`src/rtl/debug_sequencer.sv`:
```
// Debug command engine: burst memory access, register reads and a breakpoint
// table, with read data returned over a valid/ready response channel.
module debug_sequencer #(
  parameter int unsigned ADDR_W  = 16,
  parameter int unsigned DATA_W  = 16,
  parameter int unsigned NUM_BKP = 4,
  parameter int unsigned CNT_W   = 8
) (
  input  logic              CLK,
  input  logic              RESET,
  input  logic              CMD_VALID,
  output logic              CMD_READY,
  input  logic [2:0]        CMD_OP,
  input  logic [2:0]        CMD_ARG,
  input  logic [ADDR_W-1:0] CMD_ADDR,
  input  logic [DATA_W-1:0] CMD_DATA,
  input  logic [CNT_W-1:0]  CMD_COUNT,
  input  logic              CMD_INC,
  output logic              BUS_REQ,
  output logic              BUS_WR,
  output logic [ADDR_W-1:0] BUS_ADDR,
  output logic [DATA_W-1:0] BUS_WDATA,
  input  logic              BUS_ACK,
  input  logic [DATA_W-1:0] BUS_RDATA,
  output logic [2:0]        REG_SEL,
  input  logic [DATA_W-1:0] REG_RDATA,
  output logic              RSP_VALID,
  output logic [DATA_W-1:0] RSP_DATA,
  input  logic              RSP_READY,
  input  logic [ADDR_W-1:0] PC_I,
  output logic              BKP_HIT
);

  localparam logic [2:0] OP_WR_BKP  = 3'd1;
  localparam logic [2:0] OP_RD_REG  = 3'd2;
  localparam logic [2:0] OP_RD_MEM  = 3'd3;
  localparam logic [2:0] OP_WR_MEM  = 3'd4;
  localparam logic [2:0] OP_CLR_BKP = 3'd5;

  typedef enum logic [2:0] {
    IDLE,
    REG_WAIT,
    REG_RSP,
    BUS_BEAT,
    BUS_RSP
  } state_e;

  state_e            state_q, state_d;
  logic [ADDR_W-1:0] addr_q, addr_d;
  logic [DATA_W-1:0] wdata_q, wdata_d;
  logic [CNT_W-1:0]  cnt_q, cnt_d;
  logic              wr_q, wr_d;
  logic              inc_q, inc_d;
  logic [2:0]        reg_sel_q, reg_sel_d;
  logic              bus_req_q, bus_req_d;
  logic              rsp_valid_q, rsp_valid_d;
  logic [DATA_W-1:0] rsp_data_q, rsp_data_d;
  logic              bkp_wr, bkp_clr;

  logic [ADDR_W-1:0] bkp_addr_q [NUM_BKP];
  logic [NUM_BKP-1:0] bkp_en_q;
  logic              bkp_hit_q, bkp_hit_d;

  always_comb begin
    state_d     = state_q;
    addr_d      = addr_q;
    wdata_d     = wdata_q;
    cnt_d       = cnt_q;
    wr_d        = wr_q;
    inc_d       = inc_q;
    reg_sel_d   = reg_sel_q;
    bus_req_d   = bus_req_q;
    rsp_valid_d = rsp_valid_q;
    rsp_data_d  = rsp_data_q;
    bkp_wr      = 1'b0;
    bkp_clr     = 1'b0;
    case (state_q)
      IDLE: begin
        if (CMD_VALID) begin
          case (CMD_OP)
            OP_WR_BKP:  bkp_wr  = 1'b1;
            OP_CLR_BKP: bkp_clr = 1'b1;
            OP_RD_REG: begin
              reg_sel_d = CMD_ARG;
              state_d   = REG_WAIT;
            end
            OP_RD_MEM, OP_WR_MEM: begin
              addr_d    = CMD_ADDR;
              wdata_d   = CMD_DATA;
              cnt_d     = CMD_COUNT;
              inc_d     = CMD_INC;
              wr_d      = (CMD_OP == OP_WR_MEM);
              bus_req_d = 1'b1;
              state_d   = BUS_BEAT;
            end
            default: ;
          endcase
        end
      end
      REG_WAIT: begin
        rsp_data_d  = REG_RDATA;
        rsp_valid_d = 1'b1;
        state_d     = REG_RSP;
      end
      REG_RSP: begin
        if (RSP_READY) begin
          rsp_valid_d = 1'b0;
          state_d     = IDLE;
        end
      end
      BUS_BEAT: begin
        // Write bursts stay here between beats; the idle cycle after an ack
        // re-raises the request so BUS_REQ always drops for one cycle.
        if (!bus_req_q) begin
          bus_req_d = 1'b1;
        end else if (BUS_ACK) begin
          bus_req_d = 1'b0;
          if (inc_q) addr_d = addr_q + ADDR_W'(1);
          if (!wr_q) begin
            rsp_data_d  = BUS_RDATA;
            rsp_valid_d = 1'b1;
            state_d     = BUS_RSP;
          end else if (cnt_q == '0) begin
            state_d = IDLE;
          end else begin
            cnt_d = cnt_q - CNT_W'(1);
          end
        end
      end
      BUS_RSP: begin
        if (RSP_READY) begin
          rsp_valid_d = 1'b0;
          if (cnt_q == '0) begin
            state_d = IDLE;
          end else begin
            cnt_d     = cnt_q - CNT_W'(1);
            bus_req_d = 1'b1;
            state_d   = BUS_BEAT;
          end
        end
      end
      default: state_d = IDLE;
    endcase
  end

  always_ff @(posedge CLK or posedge RESET) begin
    if (RESET) begin
      state_q     <= IDLE;
      addr_q      <= '0;
      wdata_q     <= '0;
      cnt_q       <= '0;
      wr_q        <= 1'b0;
      inc_q       <= 1'b0;
      reg_sel_q   <= '0;
      bus_req_q   <= 1'b0;
      rsp_valid_q <= 1'b0;
      rsp_data_q  <= '0;
    end else begin
      state_q     <= state_d;
      addr_q      <= addr_d;
      wdata_q     <= wdata_d;
      cnt_q       <= cnt_d;
      wr_q        <= wr_d;
      inc_q       <= inc_d;
      reg_sel_q   <= reg_sel_d;
      bus_req_q   <= bus_req_d;
      rsp_valid_q <= rsp_valid_d;
      rsp_data_q  <= rsp_data_d;
    end
  end

  // Out-of-range indices match no entry, so those writes fall away.
  always_ff @(posedge CLK or posedge RESET) begin
    if (RESET) begin
      bkp_en_q <= '0;
      for (int unsigned i = 0; i < NUM_BKP; i++) bkp_addr_q[i] <= '0;
    end else begin
      for (int unsigned i = 0; i < NUM_BKP; i++) begin
        if (bkp_wr && CMD_ARG == 3'(i)) begin
          bkp_en_q[i]   <= 1'b1;
          bkp_addr_q[i] <= CMD_ADDR;
        end else if (bkp_clr && CMD_ARG == 3'(i)) begin
          bkp_en_q[i] <= 1'b0;
        end
      end
    end
  end

  always_comb begin
    bkp_hit_d = 1'b0;
    for (int unsigned i = 0; i < NUM_BKP; i++) begin
      if (bkp_en_q[i] && bkp_addr_q[i] == PC_I) bkp_hit_d = 1'b1;
    end
  end

  always_ff @(posedge CLK or posedge RESET) begin
    if (RESET) bkp_hit_q <= 1'b0;
    else       bkp_hit_q <= bkp_hit_d;
  end

  assign CMD_READY = (state_q == IDLE);
  assign BUS_REQ   = bus_req_q;
  assign BUS_WR    = wr_q;
  assign BUS_ADDR  = addr_q;
  assign BUS_WDATA = wdata_q;
  assign REG_SEL   = reg_sel_q;
  assign RSP_VALID = rsp_valid_q;
  assign RSP_DATA  = rsp_data_q;
  assign BKP_HIT   = bkp_hit_q;

endmodule

```
`config.mk`:
```
export PLATFORM = sky130hd
export DESIGN_NAME = debug_sequencer
export DESIGN_NICKNAME = d
export VERILOG_FILES = /design/src/rtl/debug_sequencer.sv
export SDC_FILE = /design/constraint.sdc
export NUM_CORES = 1
export LEC_CHECK = 0
export ABC_AREA = 1
export CORE_MARGIN = 2
export CORE_UTILIZATION = 56
export CTS_CLUSTER_SIZE = 25
export DETAILED_ROUTE_END_ITERATION = 8
export PLACE_DENSITY = 0.87
export SETUP_SLACK_MARGIN = 0.02
export SLEW_MARGIN = 20
export SYNTH_ARGS = -nofsm -noshare
export SYNTH_HDL_FRONTEND = slang
export SYNTH_SLANG_ARGS = --single-unit
```
`constraint.sdc`:
```
create_clock -name CLK -period 6.86 [get_ports CLK]
set_input_delay 0.686 -clock CLK [delete_from_list [all_inputs] [get_ports CLK]]
set_output_delay 0.686 -clock CLK [all_outputs]
set_load 0.01 [all_outputs]
```
==> summary.txt <==
Global route
  • GRT Util Overall: 31.0%
  • Initial antenna violation count: 0
  • Pin count of the biggest net entering global routing: 82
  • Vias in the first global route: 7068
  • First-pass GRT wire length: 34500 um
  • Overflow after GRT: 0

Timing
  • Max transition margin: 36.5%
  • Tcrit/Tclk final: 38.0%
  • TNS Setup: 0 ps
  • Minimum clock period: 2600 ps
  • Hold_ws: 484 ps
  • F_max: 0.384 GHz
  • Final Hold Fails: 0
  • RSZ-0062 raised after global routing: false
  • Final Skew: 8.59 ps
  • Slew Limit Fails: 0
  • Tightest Pin Transition: 951 ps
  • Endpoints failing setup: 0

Finish
  • Util after Layout: 75.1%
  • Multi-input gate area: 3370 um^2
  • Filler Cells Inserted: 1011
  • Register area: 3380 um^2
  • Layout area overhead: 30.0%
  • ANT cells: 0
  • Share of layout cells above drive strength 1: 6.40%
  • Nets: 1248

Route
  • 1st-pass router iterations: 7
  • Wire per inst: 15.5 um
  • # DRC: 0
  • Drt initial violations: 614
  • Via count: 7086
  • Final ANT Viol Nets: 0
  • WL final: 20600 um
  • Via-to-Cell Ratio: 5.34

Power
  • Leak: 0.00459 uW
  • Max VDD drop: 314 uV
  • Total power: 3730 uW
  • Power Density: 391 nW/um^2

Floorplan
  • Die H: 119 um
  • Core box area: 12700 um^2
  • Die W: 119 um
  • I/O pin cnt: 156
  • Rows: 41
  • Die Area: 14100 um^2
  • Initial Utilization: 57.8%

Logic synthesis
  • Mapped Avg Cell Area: 7.39 um^2
  • Post-synthesis cell count: 994
  • Yosys top cell by area: dfrtp_1
  • Most common cell in the netlist: nand2_1
  • Post-synthesis register bit count: 135
  • Syn nets: 1097
  • Top cells by count, synth: nand2_1, dfrtp_1, inv_1, nor2_1, o21ai_1
  • Synth async-reset ratio: 100%
  • Fraction of the yosys area taken by sequential cells: 46.0%
  • Synth top area share: 46.0%
  • Top_reg_cell synth: dfrtp_1
  • Post-synth EDFFs: 0
  • Top post-synthesis cells by area: dfrtp_1, nand2_1, inv_1, nor2_1, o21ai_1
  • Synth unique cells: 29
  • Synth Cell Area: 7350 um^2
  • Synthesis Warnings: 0

Clock network
  • Htree depth: 4
  • # Post-CTS Setup Buffers: 0
  • Reg clk slew, reported paths: 60 ps
  • # hold bufs at CTS: 0
  • Max Root-Sink Buffers: 2
  • # resized after CTS: 0
  • Clk sinks: 135
  • CTS tree: yes
  • CTS Buf Count: 17
  • Root buffer cell: clkbuf_16
  • Clock Latency Late Sink: 430 ps

Worst setup path
  • Worst EP required: 6170 ps
  • Setup slack, reg-to-reg: 4390 ps
  • CP Capture Type: primary output
  • Arrival time worst endpoint: 1920 ps
  • Worst-path fanout max: 6
  • WS Path Type: reg2out
  • Worst setup SP type: flip-flop

Placement
  • DP HPWL: 14300 um
  • Routability cong.: 0.905
  • I/O Buffers: 155

Outcome
  • Status: completed

Hold path
  • Hold/Removal Path Class: reg2reg

Job
  • Max-cap violation count: 0
-- worst max-delay path: stages (launching register included) --
cell and delay [ps]:
dfrtp_1 440, inv_1 100, nand2_1 80, nor2_1 260, clkdlybuf4s50_1 610
-- cell families after synthesis --
logic type                 after synthesis  share of synthesized area (%)
DFF                                    135                           46.0
muxes                                   18                           2.76
AOI/OAI and AO/OA                      145                           10.8
xor gates and xnor gates                17                           2.03
and+or+nand+nor                        532                           29.8
buffers and inverters                  144                           8.12
adders and majority gates                3                          0.511
-- layout by cell type (no fill, tap or decap), drive strengths merged, types with 3 or more instances in the layout --
cell type	netlist	routed
nor3	10	10
clkinv	0	6
o211ai	6	6
clkbuf	5	20
xor2	13	13
buf	21	3
nand2	361	361
o21a	16	16
nand3	51	51
o21ai	111	111
or2	4	4
inv	118	118
xnor2	4	4
nand4	5	5
clkdlybuf4s50	0	155
mux2	18	18
nor2	101	101
dfrtp	135	135
a21oi	12	12
ha	3	3
-- path summary, 6_finish.rpt --
| kind | from | to | depth (start not counted) |
|---|---|---|---|
| worst max register to register | state_q[1] | BUS_ADDR[10] | 8 |
| max in group asynchronous | RESET | bkp_addr_q[59] | 3 |
| min in group asynchronous | RESET | BUS_ADDR[4] | 2 |
| worst min-delay path | bkp_en_q[1] | bkp_en_q[1] | 2 |
| worst max-delay path | state_q[1] | CMD_READY | 4 |
| worst min register to register | bkp_en_q[1] | bkp_en_q[1] | 2 |
-- metrics by stage --
stage	cell area, um^2	worst slack (ps)	instances
global placement	8990	4390	1298
detailed placement	8990	4350	1298
finish	9550	4260	1328
CTS	9550	4270	1328
floorplan	7350	2560	994
global route	9550	4150	1328
-- final cells by class --
class,instances,area share (%)
Clock buffer,20,4.78
Inverter,118,4.69
Clock inverter,10,1.10
Tap cell,172,2.25
Sequential cell,135,35.4
Multi-Input combinational cell,715,35.3
Timing Repair Buffer,158,16.5
-- metal layers --
layer | global-route usage, % | share of wire, % | vias to the layer above
met1 | 38.1 | 39 | 3300
li1 | - | - | 3438
met2 | 52.0 | 50 | 309
met3 | 8.59 | 8.4 | 39
met4 | 11.2 | 1.9 | 0
met5 | 0 | 0 | -
-- sequential cells by signal, indices dropped and copies added (netlist names) --
signal and count:
cnt_q 8, BUS_WR 1, state_q 3, RSP_DATA 16, RSP_VALID 1, BUS_WDATA 16
bkp_en_q 4, inc_q 1, bkp_addr_q 64, REG_SEL 3, BUS_ADDR 16, BKP_HIT 1
BUS_REQ 1
-- report_power, final --
part	internal [uW]	switching (uW)	total (uW)
sequential	1070	237	1310
clock	544	341	886
combinational	703	833	1540
Power figures use the tool's default switching activity.
